===== src/rtl/meduram_pkg.sv =====
// Shared definitions for the multi-agent BRAM wrapper: bank id sizing used by
// the bank accounter and the read switch.
package meduram_pkg;

   localparam int DEFAULT_NB_WRAGENT = 2;

   function automatic int sel_width(input int n);
      return (n == 1) ? 1 : $clog2(n);
   endfunction

   typedef logic [sel_width(DEFAULT_NB_WRAGENT)-1:0] bank_id_t;

endpackage


===== src/rtl/bank_accounter_wr_prio_encoder.sv =====
// Matches all write agents against one target address and reports whether any
// hit, together with the highest-index hitting agent.
module wr_prio_encoder #(
   parameter int NB_WRAGENT   = 2,
   parameter int ADDR_WIDTH   = 8,
   parameter int SELECT_WIDTH = 1
) (
   input  logic [NB_WRAGENT-1:0]            wren,
   input  logic [NB_WRAGENT*ADDR_WIDTH-1:0] wraddr,
   input  logic [ADDR_WIDTH-1:0]            target,
   output logic                             hit,
   output logic [SELECT_WIDTH-1:0]          id
);

   // later agents overwrite earlier ones, so the highest index wins
   always_comb begin
      hit = 1'b0;
      id  = {SELECT_WIDTH{1'b0}};
      for (int i = 0; i < NB_WRAGENT; i++) begin
         if (wren[i] && (wraddr[ADDR_WIDTH*i +: ADDR_WIDTH] == target)) begin
            hit = 1'b1;
            id  = SELECT_WIDTH'(i);
         end else begin
            hit = hit;
         end
      end
   end

endmodule


===== src/rtl/bank_accounter.sv =====
// Per-address ownership table: records which write agent (bank) last wrote each
// address and serves the bank selector to the read agents.
module bank_accounter
   import meduram_pkg::*;
#(
   parameter int ADDR_WIDTH   = 8,
   parameter int NB_WRAGENT   = 2,
   parameter int NB_RDAGENT   = 2,
   parameter int SELECT_WIDTH = sel_width(NB_WRAGENT),
   parameter int CNT_WIDTH    = 16
) (
   input  logic                               aclk,
   input  logic                               areset,
   input  logic [NB_WRAGENT-1:0]              wren,
   input  logic [NB_WRAGENT*ADDR_WIDTH-1:0]   wraddr,
   input  logic [NB_RDAGENT-1:0]              rden,
   input  logic [NB_RDAGENT*ADDR_WIDTH-1:0]   rdaddr,
   output logic [NB_RDAGENT*SELECT_WIDTH-1:0] rdselect,
   output logic                               wrcollision,
   output logic [CNT_WIDTH-1:0]               collision_cnt,
   input  logic                               clr_stats
);

   localparam int ENTRIES = 2 ** ADDR_WIDTH;

   logic [SELECT_WIDTH-1:0] entry_r [ENTRIES];
   logic                    hit_s   [ENTRIES];
   logic [SELECT_WIDTH-1:0] id_s    [ENTRIES];
   logic                    coll_s;

   for (genvar a = 0; a < ENTRIES; a++) begin : g_entry
      wr_prio_encoder #(
         .NB_WRAGENT  (NB_WRAGENT),
         .ADDR_WIDTH  (ADDR_WIDTH),
         .SELECT_WIDTH(SELECT_WIDTH)
      ) u_enc (
         .wren  (wren),
         .wraddr(wraddr),
         .target(ADDR_WIDTH'(a)),
         .hit   (hit_s[a]),
         .id    (id_s[a])
      );
   end

   // ownership table; kept in flops so reset can clear every entry at once
   always_ff @(posedge aclk or posedge areset) begin
      if (areset) begin
         for (int a = 0; a < ENTRIES; a++) begin
            entry_r[a] <= {SELECT_WIDTH{1'b0}};
         end
      end else begin
         for (int a = 0; a < ENTRIES; a++) begin
            if (hit_s[a]) begin
               entry_r[a] <= id_s[a];
            end
         end
      end
   end

   // zero-latency lookup; a same-cycle write is not forwarded (read-before-write)
   always_comb begin
      rdselect = {(NB_RDAGENT*SELECT_WIDTH){1'b0}};
      for (int j = 0; j < NB_RDAGENT; j++) begin
         if (rden[j]) begin
            rdselect[SELECT_WIDTH*j +: SELECT_WIDTH] = entry_r[rdaddr[ADDR_WIDTH*j +: ADDR_WIDTH]];
         end else begin
            rdselect[SELECT_WIDTH*j +: SELECT_WIDTH] = {SELECT_WIDTH{1'b0}};
         end
      end
   end

   // any pair of agents writing the same address this cycle
   always_comb begin
      coll_s = 1'b0;
      for (int i = 0; i < NB_WRAGENT; i++) begin
         for (int k = i + 1; k < NB_WRAGENT; k++) begin
            if (wren[i] && wren[k] &&
                (wraddr[ADDR_WIDTH*i +: ADDR_WIDTH] == wraddr[ADDR_WIDTH*k +: ADDR_WIDTH])) begin
               coll_s = 1'b1;
            end else begin
               coll_s = coll_s;
            end
         end
      end
   end

   // collision pulse and saturating statistics; clear beats increment
   always_ff @(posedge aclk or posedge areset) begin
      if (areset) begin
         wrcollision   <= 1'b0;
         collision_cnt <= {CNT_WIDTH{1'b0}};
      end else begin
         wrcollision <= coll_s;
         if (clr_stats) begin
            collision_cnt <= {CNT_WIDTH{1'b0}};
         end else if (coll_s && (collision_cnt != {CNT_WIDTH{1'b1}})) begin
            collision_cnt <= collision_cnt + {{(CNT_WIDTH-1){1'b0}}, 1'b1};
         end
      end
   end

endmodule


===== config.mk =====
export PLATFORM = sky130hd
export DESIGN_NAME = bank_accounter
export DESIGN_NICKNAME = d
export VERILOG_FILES = /design/src/rtl/meduram_pkg.sv /design/src/rtl/bank_accounter_wr_prio_encoder.sv /design/src/rtl/bank_accounter.sv
export SDC_FILE = /design/constraint.sdc
export NUM_CORES = 1
export LEC_CHECK = 0
export BUFFER_PORTS_ARGS = -buffer_cell sky130_fd_sc_hd__buf_4
export CAP_MARGIN = 40
export CORE_UTILIZATION = 45
export CTS_BUF_LIST = sky130_fd_sc_hd__clkbuf_4 sky130_fd_sc_hd__clkbuf_8
export CTS_CLUSTER_DIAMETER = 120
export DETAILED_ROUTE_END_ITERATION = 8
export HOLD_SLACK_MARGIN = 0.06
export MAX_ROUTING_LAYER = met4
export REMOVE_ABC_BUFFERS = 1
export SLEW_MARGIN = 20
export SYNTH_ARGS = -nofsm -noshare
export SYNTH_HDL_FRONTEND = slang
export SYNTH_SLANG_ARGS = --single-unit

===== constraint.sdc =====
create_clock -name aclk -period 10.9 [get_ports aclk]
set_input_delay 0.545 -clock aclk [delete_from_list [all_inputs] [get_ports aclk]]
set_output_delay 0.545 -clock aclk [all_outputs]
set_load 0.1 [all_outputs]

==> results.py <==
metrics = {
    "clocking": {
        "clock_path_buffers": 3,
        "ctsHtreeMaxLevel": 2,
        "post_cts_resize_count": 0,
        "cts.sink_count": 273,
        "post-cts-setup-buffer-count": 0,
        "clockRootBuffer": "sky130_fd_sc_hd__clkbuf_8",
        "clk_pin_slew_ns": 0.06,
        "cts_buf_count": 48,
        "worst_skew_pair.late_latency_ns": 0.60,
        "clock_tree_from_tritoncts": "yes",
        "cts_hold_repair.buffers": 0,
    },
    "worst_hold_path": {
        "hold-path-endpoint": "collision_cnt[0]",
        "worst_hold_path_type": "input port to register",
        "min_from": "clr_stats",
        "worst_hold_path_depth": 2,
    },
    "routing": {
        "detail_route.drc_violations": 0,
        "via_per_inst": 6.992,
        "drt_wl_total_mm": 56.48,
        "routedWlPerCell_um": 29.05,
        "detail-route-antenna-nets": 0,
        "route.vias.total": 13590,
        "drt_pre_antenna_iters": 6,
        "drt_iter0_markers": 1712,
    },
    "worst_setup_path": {
        "worst_r2r_endpoint": "collision_cnt[8]",
        "critPathLaunchType": "input port",
        "crit-reg2reg-launch": "collision_cnt[11]",
        "crit_arrival_ns": 3.80,
        "r2r_setup_slack_ns": 8.39,
        "setup_crit_end_kind": "output pin",
        "worst-setup-path-type": "input port to output pin",
        "worstPathMaxFanout": 35,
        "rr_worst_depth": 6,
        "cp.required_ns": 10.36,
    },
    "placement": {
        "dpl-instance-area_um2": 15780,
        "numPlacedInstances": 1849,
        "dp_hpwl_mm": 37.57,
        "dpl_worst_slack_ns": 6.441,
        "routability_cong": 0.9820,
        "place.port_buffers": 57,
    },
    "power": {
        "powerDensity_nw_per_um2": 151.0,
        "post-layout-total-power_mw": 2.559,
        "vdd_drop_max_uv": 93.80,
        "total_leakage_power_nw": 6.825,
    },
    "floorplanning": {
        "ios": 58,
        "coreArea_um2": 33620,
        "die_width_um": 187.0,
        "placement_rows": 67,
        "floorplan.die_area_um2": 34970,
        "chipHeight_um": 187.0,
        "initial_utilization": 0.4582,
    },
    "timing": {
        "max_freq_mhz": 230.3,
        "postLayoutSetupSlackWorst_ns": 6.557,
        "tcrit_tclk_final": 0.3984,
        "post-route-min-period_ns": 4.343,
        "timing_worst_slew_pin_value_ns": 0.9197,
        "holdWs_ns": 0.2712,
        "slew_headroom": 0.3869,
        "rsz0062_at_grt": "false",
        "setup_viol": 0,
        "clock-skew-final_ns": 0.004614,
        "slew_viol_final": 0,
        "total_negative_setup_slacks_ns": 0,
        "final_hold_viol_count": 0,
    },
    "synth": {
        "postSynthAreaPerCell_um2": 10.46,
        "synthCells": 1473,
        "synth-seq-area-share": 0.4435,
        "synthArstFlopShare": 1.000,
        "ys_warn_count": 0,
        "mappedNetlistArea_um2": 15400,
        "synthFlopType": "sky130_fd_sc_hd__dfrtp_1",
        "number_of_synthesized_flops_with_an_enable_pin": 0,
        "synth.distinct_cells": 55,
        "ys_ff_latch": 273,
    },
    "layout": {
        "final_cell_count_without_fillers": 1944,
        "mostFrequentLayoutCells": "sky130_fd_sc_hd__o21ai_0, sky130_fd_sc_hd__dfrtp_1, sky130_fd_sc_hd__mux4_2, sky130_fd_sc_hd__nand2_1, sky130_fd_sc_hd__clkbuf_8",
        "nets": 1498,
        "final_area_um2": 16950,
        "antenna-diode-count": 0,
        "final-seq-area_um2": 6832,
        "flow.area_growth_from_synthesis_pct": 10.02,
        "num-fill-cells": 3043,
        "layout-drive-gt1-share": 0.1778,
        "layout.cells.most_common": "sky130_fd_sc_hd__o21ai_0",
        "finish.utilization": 0.5042,
        "footprint_of_the_multi_input_gates_um2": 7845,
    },
    "grt": {
        "globalRouteOverflowTotal": 0,
        "antenna_found_initial": 0,
        "grt_max_degree": 161,
        "first_global_vias": 12980,
        "grt_first_pass_wirelength_mm": 85.30,
        "grt.total_usage": 0.3358,
    },
    "flow_run": {
        "max_cap_viol_count": 0,
    },
    "outcome": {
        "run_status": "complete, no violations",
    },
}
## synthesized netlist by cell type, types with 3 or more instances
| master | number | area [µm²] |
|---|---|---|
| sky130_fd_sc_hd__a211oi_1 | 6 | 45.04 |
| sky130_fd_sc_hd__mux2i_1 | 47 | 470.5 |
| sky130_fd_sc_hd__nor3_1 | 7 | 35.03 |
| sky130_fd_sc_hd__o21ai_1 | 25 | 125.1 |
| sky130_fd_sc_hd__nand2_1 | 71 | 266.5 |
| sky130_fd_sc_hd__o22ai_1 | 14 | 87.58 |
| sky130_fd_sc_hd__and2_1 | 3 | 18.77 |
| sky130_fd_sc_hd__o221ai_1 | 14 | 122.6 |
| sky130_fd_sc_hd__dfrtp_1 | 273 | 6832 |
| sky130_fd_sc_hd__xnor2_1 | 9 | 78.83 |
| sky130_fd_sc_hd__a21oi_1 | 13 | 65.06 |
| sky130_fd_sc_hd__clkbuf_1 | 88 | 330.3 |
| sky130_fd_sc_hd__xor2_1 | 12 | 105.1 |
| sky130_fd_sc_hd__a2111oi_0 | 4 | 35.03 |
| sky130_fd_sc_hd__buf_1 | 8 | 30.03 |
| sky130_fd_sc_hd__mux4_1 | 9 | 236.5 |
| sky130_fd_sc_hd__nor2_1 | 36 | 135.1 |
| sky130_fd_sc_hd__o211ai_1 | 4 | 30.03 |
| sky130_fd_sc_hd__nor2b_1 | 27 | 168.9 |
| sky130_fd_sc_hd__buf_6 | 8 | 90.09 |
| sky130_fd_sc_hd__or3_1 | 4 | 25.02 |
| sky130_fd_sc_hd__o2111ai_1 | 4 | 35.03 |
| sky130_fd_sc_hd__buf_2 | 21 | 105.1 |
| sky130_fd_sc_hd__a22oi_1 | 18 | 135.1 |
| sky130_fd_sc_hd__inv_1 | 9 | 33.78 |
| sky130_fd_sc_hd__nand3_1 | 48 | 240.2 |
| sky130_fd_sc_hd__and3_1 | 6 | 37.54 |
| sky130_fd_sc_hd__nand2b_1 | 12 | 75.07 |
| sky130_fd_sc_hd__mux4_2 | 100 | 2252 |
| sky130_fd_sc_hd__a22o_1 | 8 | 70.07 |
| sky130_fd_sc_hd__buf_12 | 3 | 60.06 |
| sky130_fd_sc_hd__mux2_2 | 3 | 33.78 |
| sky130_fd_sc_hd__buf_4 | 4 | 30.03 |
| sky130_fd_sc_hd__o21ai_0 | 492 | 2462 |
| sky130_fd_sc_hd__a311o_1 | 4 | 40.04 |
| sky130_fd_sc_hd__nand4_1 | 32 | 200.2 |
| sky130_fd_sc_hd__a31oi_1 | 4 | 25.02 |
## state kept, by name (all words and copies together), names as in the netlist
| signal | count |
|---|---|
| entry_r | 256 |
| wrcollision | 1 |
| collision_cnt | 16 |
## cell type report
| cell class | count | share of cell area |
|---|---|---|
| tap | 448 | 0.03307 |
| timing repair buffer | 70 | 0.03559 |
| inverter | 10 | 0.002658 |
| sequential | 273 | 0.4031 |
| clock inverter | 7 | 0.002067 |
| clock buffer | 81 | 0.06061 |
| multi-input combinational | 1055 | 0.4629 |
## where the power goes
part	switching, mW	leakage [nW]	internal [mW]
Combinational	0.225	2.53	0.146
Clock	0.442	0.574	0.592
Sequential	0.0623	3.72	1.09
## worst max path at each step
stage	from	endpoint	slack [ns]
after floorplan	areset	collision_cnt[0]	2.83
after global placement	rdaddr[0]	rdselect[0]	6.44
after detailed placement	rdaddr[0]	rdselect[0]	6.44
after CTS	rdaddr[0]	rdselect[0]	6.44
after global routing	rdaddr[0]	rdselect[0]	6.42
final	rdaddr[0]	rdselect[0]	6.56
## worst max-delay path, stage by stage
cell and delay [ns]:
sky130_fd_sc_hd__buf_4 0.52, sky130_fd_sc_hd__buf_4 0.42, sky130_fd_sc_hd__buf_12 0.29, sky130_fd_sc_hd__mux4_2 0.53, sky130_fd_sc_hd__a22oi_1 0.28, sky130_fd_sc_hd__a21oi_1 0.10
sky130_fd_sc_hd__or4_1 0.48, sky130_fd_sc_hd__o311ai_1 0.11, sky130_fd_sc_hd__o22ai_1 0.20, sky130_fd_sc_hd__buf_4 0.27
## layer usage
layer,vias to the layer above,global-route usage,share of wire
li1,5585,-,-
met4,0,0.1409,0.047
met2,929,0.4782,0.44
met3,198,0.08968,0.12
met1,6881,0.4534,0.40
met5,-,-,0
## kinds of logic after synthesis
kind of cell	Yosys count	synth area share
AND/OR/NAND/NOR	254	0.08172
AO/OA/AOI/OAI	620	0.2205
buffers and inverters	145	0.04719
XOR/XNOR	21	0.01194
adder cells (fa/ha/maj)	1	0.0008122
multiplexers	159	0.1943
flip-flops	273	0.4435
Power figures use the tool's default switching activity.
